<file path="src/rtl/input_conditioner_bank.sv">
// input_conditioner_bank: per-channel 2-flop sync, polarity select, debounce and edge pulses.
// Optional sticky event flags when INPUTCOND_STICKY_EN is defined.
module input_conditioner_bank #(
  parameter int N  = 4,
  parameter int T  = 4,
  parameter int CW = 8
) (
  input  logic         clk,
  input  logic         reset,
  input  logic [N-1:0] pin,
  input  logic [N-1:0] invert,
`ifdef INPUTCOND_STICKY_EN
  input  logic [N-1:0] clear_events,
  output logic [N-1:0] rise_seen,
  output logic [N-1:0] fall_seen,
`endif
  output logic [N-1:0] conditioned,
  output logic [N-1:0] rising,
  output logic [N-1:0] falling,
  output logic         any_edge
);
  localparam logic [CW-1:0] LAST = CW'(T - 1);
  logic [N-1:0] s1, s2, e, fire;
  logic [CW-1:0] cnt [N];
  assign e = s2 ^ invert;
  assign any_edge = |(rising | falling);
  // fire only when the mismatch has persisted T consecutive cycles
  always_comb begin
    fire = '0;
    for (int i = 0; i < N; i++) fire[i] = (e[i] != conditioned[i]) && (cnt[i] == LAST);
  end
  always_ff @(posedge clk) begin
    if (reset) begin
      s1          <= '0;
      s2          <= '0;
      conditioned <= '0;
      rising      <= '0;
      falling     <= '0;
      for (int i = 0; i < N; i++) cnt[i] <= '0;
    end else begin
      s1          <= pin;
      s2          <= s1;
      conditioned <= conditioned ^ fire;
      rising      <= fire & e;
      falling     <= fire & ~e;
      for (int i = 0; i < N; i++)
        cnt[i] <= (e[i] == conditioned[i] || fire[i]) ? '0 : cnt[i] + 1'b1;
    end
  end
`ifdef INPUTCOND_STICKY_EN
  // set wins over clear
  always_ff @(posedge clk) begin
    if (reset) begin
      rise_seen <= '0;
      fall_seen <= '0;
    end else begin
      rise_seen <= rising | (rise_seen & ~clear_events);
      fall_seen <= falling | (fall_seen & ~clear_events);
    end
  end
`endif
endmodule

</file>
<file path="config.mk">
export PLATFORM = sky130hd
export DESIGN_NAME = input_conditioner_bank
export DESIGN_NICKNAME = d
export VERILOG_FILES = /design/src/rtl/input_conditioner_bank.sv
export SDC_FILE = /design/constraint.sdc
export NUM_CORES = 1
export LEC_CHECK = 0
export ABC_AREA = 1
export CAP_MARGIN = 20
export CELL_PAD_IN_SITES_DETAIL_PLACEMENT = 1
export CELL_PAD_IN_SITES_GLOBAL_PLACEMENT = 2
export CORE_MARGIN = 3
export CORE_UTILIZATION = 34
export CTS_CLUSTER_DIAMETER = 120
export DETAILED_ROUTE_END_ITERATION = 10
export PLACE_DENSITY = 0.88
export SETUP_SLACK_MARGIN = 0.4
export SLEW_MARGIN = 20
export SYNTH_ARGS = -nofsm -noshare
export SYNTH_HDL_FRONTEND = slang
export SYNTH_SLANG_ARGS = --single-unit
</file>
<file path="constraint.sdc">
create_clock -name clk -period 2.2 [get_ports clk]
set_input_delay 0.44 -clock clk [delete_from_list [all_inputs] [get_ports clk]]
set_output_delay 0.44 -clock clk [all_outputs]
set_load 0.02 [all_outputs]
</file>
; Yosys cells after proc, flatten, opt, wreduce, memory -nomap -nowiden
; Memory sizes are Yosys's and may differ from the RTL's.
; Index checks and enable logic that the tools add are counted.
[word_totals]
output_inout_bits = 13
ramBits = 32
wordCells = 52
input_bits = 10
regBits = 20
n_memories = 1
latch_bits = 0
rom_bits = 0
[op_classes]
n_reduce_logical = 9
eq_ne = 12
n_bitwise = 10
n_div = 0
n_addsub = 4
multipliers = 0
n_shift = 0
n_mux = 11
n_lt_le_gt_ge = 0
[mem_list]
columns = name, words, word_bits, rd, rd_clocked_by_memory_dff, write_ports, line_no
row1 = cnt, 4, 8, 4, 0, 4, 24  ; logic [CW-1:0] cnt [N];
[ops]
columns = operator, count
row1 = $mux 8, 8
row2 = $add 8x1->8 const B, 4
row3 = $eq 8x2->1 const B, 4
row4 = $and 4x4->4, 2
row5 = $xor 4x4->4, 2
row6 = $eq 1x1->1, 4
row7 = $logic_and 1x1->1, 4
row8 = $logic_or 1x1->1, 4
row9 = $ne 1x1->1, 4
row10 = $not 4->4, 1
row11 = $or 1x1->1, 4
row12 = $or 4x4->4, 1
row13 = $reduce_or 4->1, 1
row14 = $mux 1, 3

; Depth between registers and ports, before layout
; Gate-level depths: netlist of run 1.
[depth]
word_depth = 6
depth_mapped = 7
ltp_nobuf = 7

; Worst setup path after synthesis of run 1
; OpenSTA, ideal clock, no wires.
[synth_path]
kind = reg-to-output
startpoint = reg falling[0]
endpoint = out any_edge
t_required_ns = 1.760
t_arrival_ns = 0.805
stages_incl_launch_ff = 3
slack_ns = 0.955
path_cell_list = dfxtp_1 > nor4_1 > nand2_1
[synth_between]
elab_chain_len = 2
[synth_lines]
columns = element, line_no
row1 = "start, declared", 19  ; output logic [N-1:0] falling,
row2 = "start signal, assigned", 45  ; falling <= fire & ~e;
row3 = $or 4x4->4, 26  ; assign any_edge = |(rising | falling);
row4 = $reduce_or 4->1, 26
row5 = "end, declared", 20  ; output logic any_edge
; No other way between the ends.

; Worst setup path in the final report of run 1
[layout_path]
startpoint = reg falling[0]
endpoint = out falling[0]
; No word-level cell between the ends.

==> flow_summary.yaml, run 1 <==
status:
  status: "finished clean"
critical_path:
  crit_fanout: 2
  worstSetupStartpoint: "falling[0]"
  crit_path_cell_trace: "clkdlybuf4s50_1"
  cp_data_arrival_time_ns: 1.25
  cp_top_family: "buffers and inverters"
  cp-start-kind: "flip-flop"
  crit_slowest_cell: "clkdlybuf4s50_1"
  worstPathRequired_ns: 1.76
  endpoint_kind: "output pin"
  r2r_start: "cnt[3][0]"
  crit_type: "reg -> out"
  slowest_delay_ns: 0.61
  cp_num_buf_inv: 1
detailed_routing:
  drt_first_pass_iters: 4
  wl_per_cell_um: 11.3
  antenna_left: 0
  routed_wl_um: 4970
  route.detailed.drc: 0
  viasPerCell: 4.56
  drtIter0Drc: 35
  vias: 2005
logic_synthesis:
  yosys_warnings: 0
  avgSynthCellArea_um2: 7.08
  syn_nets: 348
  ys_seq_elements: 52
  syn-cell-area_um2: 2360
  ys_seq_area_frac: 0.440
  postSynthCellCount: 334
  ys_types: 24
timing:
  post-route-period-util: 0.769
  fin_crit_ns: 1.69
  worst_hold_slack_ns: 0.409
  maxSlewHeadroom: 0.812
  final-hold-violation-count: 0
  final-setup-viol-count: 0
  worstMarginPinSlew_ns: 0.282
  fin_skew_ns: 0.00671
  fin_setup_tns_ns: 0
  slew_viol_final: 0
  fmax_mhz: 591
  rsz0062_at_grt: "false"
global_routing:
  grt_first_pass_wirelength_um: 8880
  grt.met3_usage: 0.0332
  grt_pass1_vias: 2008
  grt_antenna_before_repair: 0
  busiest_layer: "met2"
  grt.overflow.total: 0
  use_met2: 0.256
  grt_max_degree: 17
  grt_usage: 0.143
  use_met1: 0.168
clock_tree:
  cts_tree: "done"
  cts_sinks: 52
  cts-resized-gates: 7
  hold_buffers: 0
  clockBufferDepth: 2
  cts_buffers: 5
  htree_levels: 2
  clk_pin_slew_ns: 0.09
  root_buffer: "clkbuf_8"
  postCtsSetupBuffers: 0
  clock_latency_ns: 0.31
finish:
  fin_nets: 376
  final_common_cell: "nand2_1"
  layout-drive-gt1-share: 0.0634
  area_delta_synth_final_pct: 17.4
  fillers: 825
  mostFrequentLayoutCells: "nand2_1, nor2_1, inv_1, dfxtp_1, nand3_1"
  diodes: 0
  final_cell_area_um2: 2770
placement:
  portBuffers: 22
  hpwl_um: 3890
  dpl_cell_area_um2: 2670
  routabilityCongestion: 0.732
power:
  p_leak_nw: 1.29
  p_per_area_nw_per_um2: 594
  ir_worst_vdd_uv: 258
die:
  core_area_um2: 6530
  die-area_um2: 7990
  die_h_um: 89.4
  die_w_um: 89.4
  fp-row-count: 29
  pin_count: 23
  start_util: 0.362
flow_run:
  drv_cap: 0
worst_hold_path:
  hold_path_class: "reg -> reg"
  min_from: "s1[1]"
-- tightest hold or removal path, delay by kind of cell (launching register included) --
kind          cells  cell delay [ns]
flops             1             0.31
buf+inv           1             0.04
simple gates      1             0.03
-- final cells by class --
cell class | count | area (um^2) | share of cell area
clock buffer | 8 | 90.1 | 0.0325
inverter | 62 | 233 | 0.0839
multi-input combinational | 218 | 1090 | 0.392
sequential | 52 | 1040 | 0.375
tap | 77 | 96.3 | 0.0347
timing repair buffer | 23 | 228 | 0.0821
-- report_power, final --
part	switching [W]	leakage, nW	internal, W
Clock	0.000311	0.0455	0.000258
Combinational	0.0000631	0.819	0.0000439
Sequential	0.0000131	0.422	0.000959
-- state kept, by name, indices dropped and copies added (netlist names), named ones only --
name / count
cnt: 32
conditioned: 3
falling: 4
rising: 4
s1: 4
s2: 4
-- cell usage after synthesis --
library cell,instances,area share
inv_1,61,0.097
nor2_1,64,0.10
buf_6,1,0.0048
nand2_4,1,0.0048
nor4_1,2,0.0053
and2_1,3,0.0079
nand3_4,3,0.022
o21ai_0,4,0.0085
nor2_4,2,0.0095
ha_1,4,0.021
o21bai_1,1,0.0032
buf_4,1,0.0032
nor2_2,5,0.013
xor2_1,7,0.026
a21oi_1,1,0.0021
inv_2,1,0.0016
nand2_1,77,0.12
dfxtp_1,52,0.44
nor3_1,7,0.015
nand3_1,23,0.049
xnor2_1,3,0.011
nand2_2,1,0.0026
nand4_1,9,0.024
nand3_2,1,0.0042
-- per-layer routing --
metal  share of wire  routed length (um)
met5               0                   0
met4           0.014                  70
met3           0.034                 169
met2            0.48                2400
met1            0.47                2340
-- cells by family after synthesis --
| kind of cell | count (synthesis) | share of synthesized area |
|---|---|---|
| simple gates | 198 | 0.381 |
| buf+inv | 64 | 0.106 |
| flops | 52 | 0.440 |
| xor+xnor | 10 | 0.0371 |
| compound gates | 6 | 0.0138 |
| fa+ha+maj | 4 | 0.0212 |
-- metrics by stage --
stage / cells / power (W) / setup WS, ns / utilization
6_report: 440 / 0.00165 / 0.509 / 0.425
5_1_grt: 440 / 0.00174 / 0.437 / 0.425
4_1_cts: 440 / 0.00168 / 0.365 / 0.424
3_5_place_dp: 432 / 0.00110 / 0.344 / 0.409
3_3_place_gp: 432 / 0.00110 / 0.385 / 0.409
2_1_floorplan: 334 / 0.00106 / 0.955 / -
-- worst paths after layout --
path         cells past startpoint  slack, ns          to
min                              2       0.41       s2[1]
max                              1       0.51  falling[0]
min reg2reg                      2       0.41       s2[1]
max reg2reg                      6       0.86   cnt[3][4]
(Power assumes the default switching activity.)
==> run 2: changes to the inputs <==
--- a/config.mk
+++ b/config.mk
@@ -10,10 +10,10 @@
 export CELL_PAD_IN_SITES_DETAIL_PLACEMENT = 1
 export CELL_PAD_IN_SITES_GLOBAL_PLACEMENT = 2
 export CORE_MARGIN = 3
-export CORE_UTILIZATION = 34
+export CORE_UTILIZATION = 29
 export CTS_CLUSTER_DIAMETER = 120
 export DETAILED_ROUTE_END_ITERATION = 10
-export PLACE_DENSITY = 0.88
+export PLACE_DENSITY = 0.8
 export SETUP_SLACK_MARGIN = 0.4
 export SLEW_MARGIN = 20
 export SYNTH_ARGS = -nofsm -noshare
==> constraint.sdc (replaced) <==
create_clock -name clk -period 1.5 [get_ports clk]
set_input_delay 0.3 -clock clk [delete_from_list [all_inputs] [get_ports clk]]
set_output_delay 0.3 -clock clk [all_outputs]
set_load 0.02 [all_outputs]
==> run 2 against run 1 <==
  * Clock skew is essentially flat
  * Largest cell class unchanged
  * Core utilization shrank 1.1 points
  * Critical endpoint is now any_edge
  * Non-clock buffer count grew 18
  * Combinational power grew 96%
==> flow_summary.yaml, run 2 (synthesized netlist as in run 1, its figures left out) <==
placement:
  routabilityCongestion: 0.703
  portBuffers: 22
  hpwl_um: 3800
  dp_cells: 464
  dpl_cell_area_um2: 2770
power:
  ir_worst_vdd_uv: 389
  total_power_w: 0.00260
  p_per_area_nw_per_um2: 803
  p_leak_nw: 1.36
clock_tree:
  clk_pin_slew_ns: 0.10
  clock_latency_ns: 0.30
  clockBufferDepth: 2
  htree_levels: 2
  cts_buffers: 5
  hold_buffers: 0
  root_buffer: "clkbuf_8"
  cts_tree: "done"
  cts_sinks: 52
critical_path:
  worstPathRequired_ns: 1.20
  crit_fanout: 2
  slowest_delay_ns: 0.34
  crit_path_cell_trace: "nor4_2 -> nand2_1 -> buf_2"
  crit_slowest_cell: "dfxtp_2"
  cp-start-kind: "flip-flop"
  endpoint_kind: "output pin"
  reg2reg_slack_ns: 0.40
  reg2reg_depth: 6
  cp_data_arrival_time_ns: 1.13
  crit_type: "reg -> out"
die:
  start_util: 0.303
  die_w_um: 96.3
  core_area_um2: 7810
  fp-row-count: 32
  pin_count: 23
  die-area_um2: 9270
  die_h_um: 96.3
finish:
  layout-drive-gt1-share: 0.338
  largest_reg_flops: 32
  fin_nets: 395
  regMostFlops: "cnt"
  diodes: 0
  final_common_cell: "nand2_1"
  area_delta_synth_final_pct: 36.8
  fin_util: 0.414
  mostFrequentLayoutCells: "nand2_1, inv_1, nor2_1, dfxtp_2, dfxtp_1"
  fin_cells: 484
  final_cell_area_um2: 3230
timing:
  slew_viol_final: 0
  final-setup-viol-count: 0
  maxSlewHeadroom: 0.819
  worstMarginPinSlew_ns: 0.271
  fin_crit_ns: 1.43
  fmax_mhz: 699
  final-hold-violation-count: 0
  post-route-period-util: 0.953
  rsz0062_at_grt: "true"
  fin_skew_ns: 0.00707
  worst_hold_slack_ns: 0.409
global_routing:
  grt_usage: 0.117
  grt_first_pass_wirelength_um: 8650
  grt_max_degree: 16
  grt.overflow.total: 0
  grt_pass1_vias: 1966
  grt_antenna_before_repair: 0
detailed_routing:
  drtIter0Drc: 36
  wl_per_cell_um: 10.8
  drt_first_pass_iters: 4
  route.detailed.drc: 0
  routed_wl_um: 5210
  antenna_left: 0
  viasPerCell: 4.27
  vias: 2067
flow_run:
  drv_cap: 0
status:
  status: "finished clean"
worst_hold_path:
  hold_path_class: "reg -> reg"
  min_path_cells: 2
==> run 2: cell types whose count changed in the layout (fill, tap and decap cells not counted), moves of 6 or more <==
| cell | delta |
|---|---|
| nand2_2 | +6 |
| clkdlybuf4s50_1 | -9 |
| dfxtp_2 | +27 |
| nor2_2 | +16 |
| dfxtp_1 | -29 |
| nor2_1 | -21 |
| buf_4 | +19 |
| nand2_1 | -10 |
| buf_6 | +11 |
==> run 2: worst paths after layout <==
path,startpoint,end
min reg2reg,s1[1],s2[1]
min,s1[1],s2[1]
max,rising[3],any_edge
max reg2reg,cnt[3][0],cnt[3][5]
==> run 2: layout make-up <==
class                           count  area, um^2
Timing Repair Buffer               41         368
Fill cell                         978        4570
Timing Repair inverter              1        7.51
Tap cell                          102         128
Inverter                           62         238
Clock inverter                      2        35.0
Clock buffer                        6        72.6
Sequential cell                    52        1080
Multi-Input combinational cell    218        1300
==> run 2: power breakdown <==
part / leakage, nW / switching (W) / internal [W]
Clock: 0.0552 / 0.000459 / 0.000496
Combinational: 0.866 / 0.000115 / 0.0000949
Sequential: 0.436 / 0.0000218 / 0.00141
==> run 2: worst max-delay path, delay by kind of cell, from the launching register on <==
family,cells,cell delay (ns)
and+or+nand+nor,2,0.34
DFF,1,0.34
buffers and inverters,1,0.16
==> run 2: what timing repair did <==
action | in CTS | in global routing
hold endpoints to repair | 0 | 0
pin swaps | 13 | 21
buffers inserted | 7 | 4
gates cloned | 1 | 0
resized for setup | 101 | 68
endpoints found under the setup margin | 56 | 52
==> run 2: metal layers <==
layer / routed length [um] / track usage
met1: 2600 / 0.156
met2: 2440 / 0.193
met3: 129 / 0.0227
met4: 45 / 0.0284
met5: 0 / 0
==> run 2: metrics by stage <==
stage | setup slack (ns) | setup TNS, ns
3_5_place_dp | -0.00781 | -0.0268
5_1_grt | -0.00266 | -0.00266
3_3_place_gp | 0.00624 | 0
2_1_floorplan | 0.402 | 0
4_1_cts | 0.0696 | 0
6_report | 0.0701 | 0
==> run 3: changes to the inputs <==
--- a/config.mk
+++ b/config.mk
@@ -9,9 +9,9 @@
 export CAP_MARGIN = 20
 export CELL_PAD_IN_SITES_DETAIL_PLACEMENT = 1
 export CELL_PAD_IN_SITES_GLOBAL_PLACEMENT = 2
-export CORE_MARGIN = 3
 export CORE_UTILIZATION = 29
 export CTS_CLUSTER_DIAMETER = 120
+export CTS_CLUSTER_SIZE = 40
 export DETAILED_ROUTE_END_ITERATION = 10
 export PLACE_DENSITY = 0.8
 export SETUP_SLACK_MARGIN = 0.4
==> run 3 against run 2 <==
  * The run now ends with negative setup slack left
  * Sequential share of layout area fell by 1.5 points
  * Count of clock-buffer cells in the layout fell by 1
  * Critical path depth rose by 1
  * Non-clock buffer count rose by 9
  * Cell count rose by 1.9%
  * Combinational power rose by 8%
  * Register-to-register slack got worse by 0.02 ns
  * Via count rose by 4.5%
  * Die area fell by 8.1%
  * Global-route usage rose by 2.0 points
  * Power rose by 1.5%
  * Fmax fell by 8.6%
==> flow_summary.yaml, run 3 (synthesized netlist as in run 1, its figures left out) <==
die:
  core_area_um2: 7810
  fp-row-count: 32
  pin_count: 23
  die_w_um: 92.3
  die-area_um2: 8510
  die_h_um: 92.3
  start_util: 0.303
critical_path:
  slowest_delay_ns: 0.35
  endpoint_kind: "output pin"
  cp_data_arrival_time_ns: 1.26
  crit_slowest_cell: "dfxtp_2"
  crit_path_cell_trace: "nor4_4 -> buf_4 -> nand2_2 -> buf_6"
  r2r_start: "cnt[3][1]"
  cp_num_buf_inv: 2
  crit_type: "reg -> out"
  cp_top_family: "flip-flops"
  worstSetupStartpoint: "falling[0]"
  cp-start-kind: "flip-flop"
  crit_fanout: 2
  worstPathRequired_ns: 1.20
clock_tree:
  hold_buffers: 0
  htree_levels: 2
  cts_tree: "done"
  cts_buffers: 5
  clockBufferDepth: 2
  cts_sinks: 52
  root_buffer: "clkbuf_8"
  clock_latency_ns: 0.30
  clk_pin_slew_ns: 0.10
finish:
  largest_reg_flops: 32
  regMostFlops: "cnt"
  final_cell_area_um2: 3380
  fin_cells: 493
  fin_nets: 404
  layout-drive-gt1-share: 0.384
  final_common_cell: "nand2_1"
  area_delta_synth_final_pct: 43.0
  mostFrequentLayoutCells: "nand2_1, inv_1, nor2_2, nor2_1, dfxtp_1"
  fillers: 981
  diodes: 0
detailed_routing:
  route.detailed.drc: 0
  wl_per_cell_um: 11.0
  drtIter0Drc: 24
  drt_first_pass_iters: 4
  antenna_left: 0
  viasPerCell: 4.38
  vias: 2159
  routed_wl_um: 5430
global_routing:
  grt_antenna_before_repair: 0
  grt_pass1_vias: 2199
  grt_first_pass_wirelength_um: 9400
  grt_max_degree: 17
  grt_usage: 0.137
  grt.overflow.total: 0
timing:
  worstMarginPinSlew_ns: 0.310
  post-route-period-util: 1.04
  fin_skew_ns: 0.00647
  fin_ws_ns: -0.0648
  maxSlewHeadroom: 0.791
  fin_setup_tns_ns: -0.0648
  slew_viol_final: 0
  final-hold-violation-count: 0
  final-setup-viol-count: 1
  fin_crit_ns: 1.56
  fmax_mhz: 639
  rsz0062_at_grt: "true"
flow_run:
  drv_cap: 0
power:
  p_leak_nw: 1.41
  p_per_area_nw_per_um2: 779
  ir_worst_vdd_uv: 436
status:
  violations: "negative setup slack"
  status: "finished, violations left"
placement:
  portBuffers: 22
  dpl_cell_area_um2: 2790
  hpwl_um: 3780
  dp_cells: 467
  routabilityCongestion: 0.739
worst_hold_path:
  hold_path_class: "reg -> reg"
  min_from: "s1[1]"
==> run 3: cell count changes in the layout (fill, tap and decap cells not counted), sizes merged <==
cell           delta
buf               +9
clkdlybuf4s50     +2
clkbuf            -1
clkdlybuf4s15     -1
clkinvlp          +1
dlygate4sd2       -1
==> run 3: worst register-to-register path, cell delays in order (launching register included) <==
cell and delay, ns:
dfxtp_2 0.37, ha_4 0.16, inv_4 0.04, nor3_4 0.13, nand2_2 0.11, nand3_4 0.17, nor2_1 0.05
==> run 3: final timing paths <==
path / cells after the start / slack (ns) / endpoint
max: 4 / -0.06 / any_edge
max reg2reg: 6 / 0.38 / cnt[3][1]
min reg2reg: 2 / 0.41 / s2[1]
min: 2 / 0.41 / s2[1]
==> run 3: where the power goes <==
part	internal, W	switching, W	total [W]
logic	0.000101	0.000125	0.000226
registers	0.00141	0.0000209	0.00143
clock network	0.000495	0.000485	0.000980
==> run 3: layer usage <==
layer / vias up / track usage / routed length [um]
met4: 0 / 0.0352 / 51
met1: 1007 / 0.167 / 2530
met5: - / 0 / 0
li1: 1126 / - / -
met3: 5 / 0.0290 / 119
met2: 21 / 0.242 / 2730
==> run 3: what timing repair did <==
item,4_1_cts,5_1_grt
pin swaps,16,24
gates resized for setup,117,74
gates cloned,0,1
setup buffers,11,6
setup endpoints to repair,56,56
endpoints found under the hold margin,0,0
==> run 3: area by class of cell <==
| class | instances | area (um^2) | share of cell area |
|---|---|---|---|
| clock inverters | 3 | 42.5 | 0.0126 |
| well taps | 102 | 128 | 0.0377 |
| multi-input cells | 218 | 1340 | 0.397 |
| inverters | 62 | 238 | 0.0703 |
| repair buffers | 50 | 473 | 0.140 |
| clock buffers | 5 | 68.8 | 0.0204 |
| flip-flops and latches | 52 | 1080 | 0.320 |
| repair inverters | 1 | 7.51 | 0.00222 |
==> run 3: per-stage QoR <==
stage,hold slack (ns),util,worst slack (ns),power [W]
5_1_grt,0.425,0.433,-0.126,0.00275
2_1_floorplan,0.388,-,0.402,0.00156
3_3_place_gp,0.389,0.357,-0.0992,0.00162
6_report,0.409,0.433,-0.0648,0.00263
3_5_place_dp,0.398,0.357,-0.118,0.00163
4_1_cts,0.412,0.397,-0.0537,0.00265
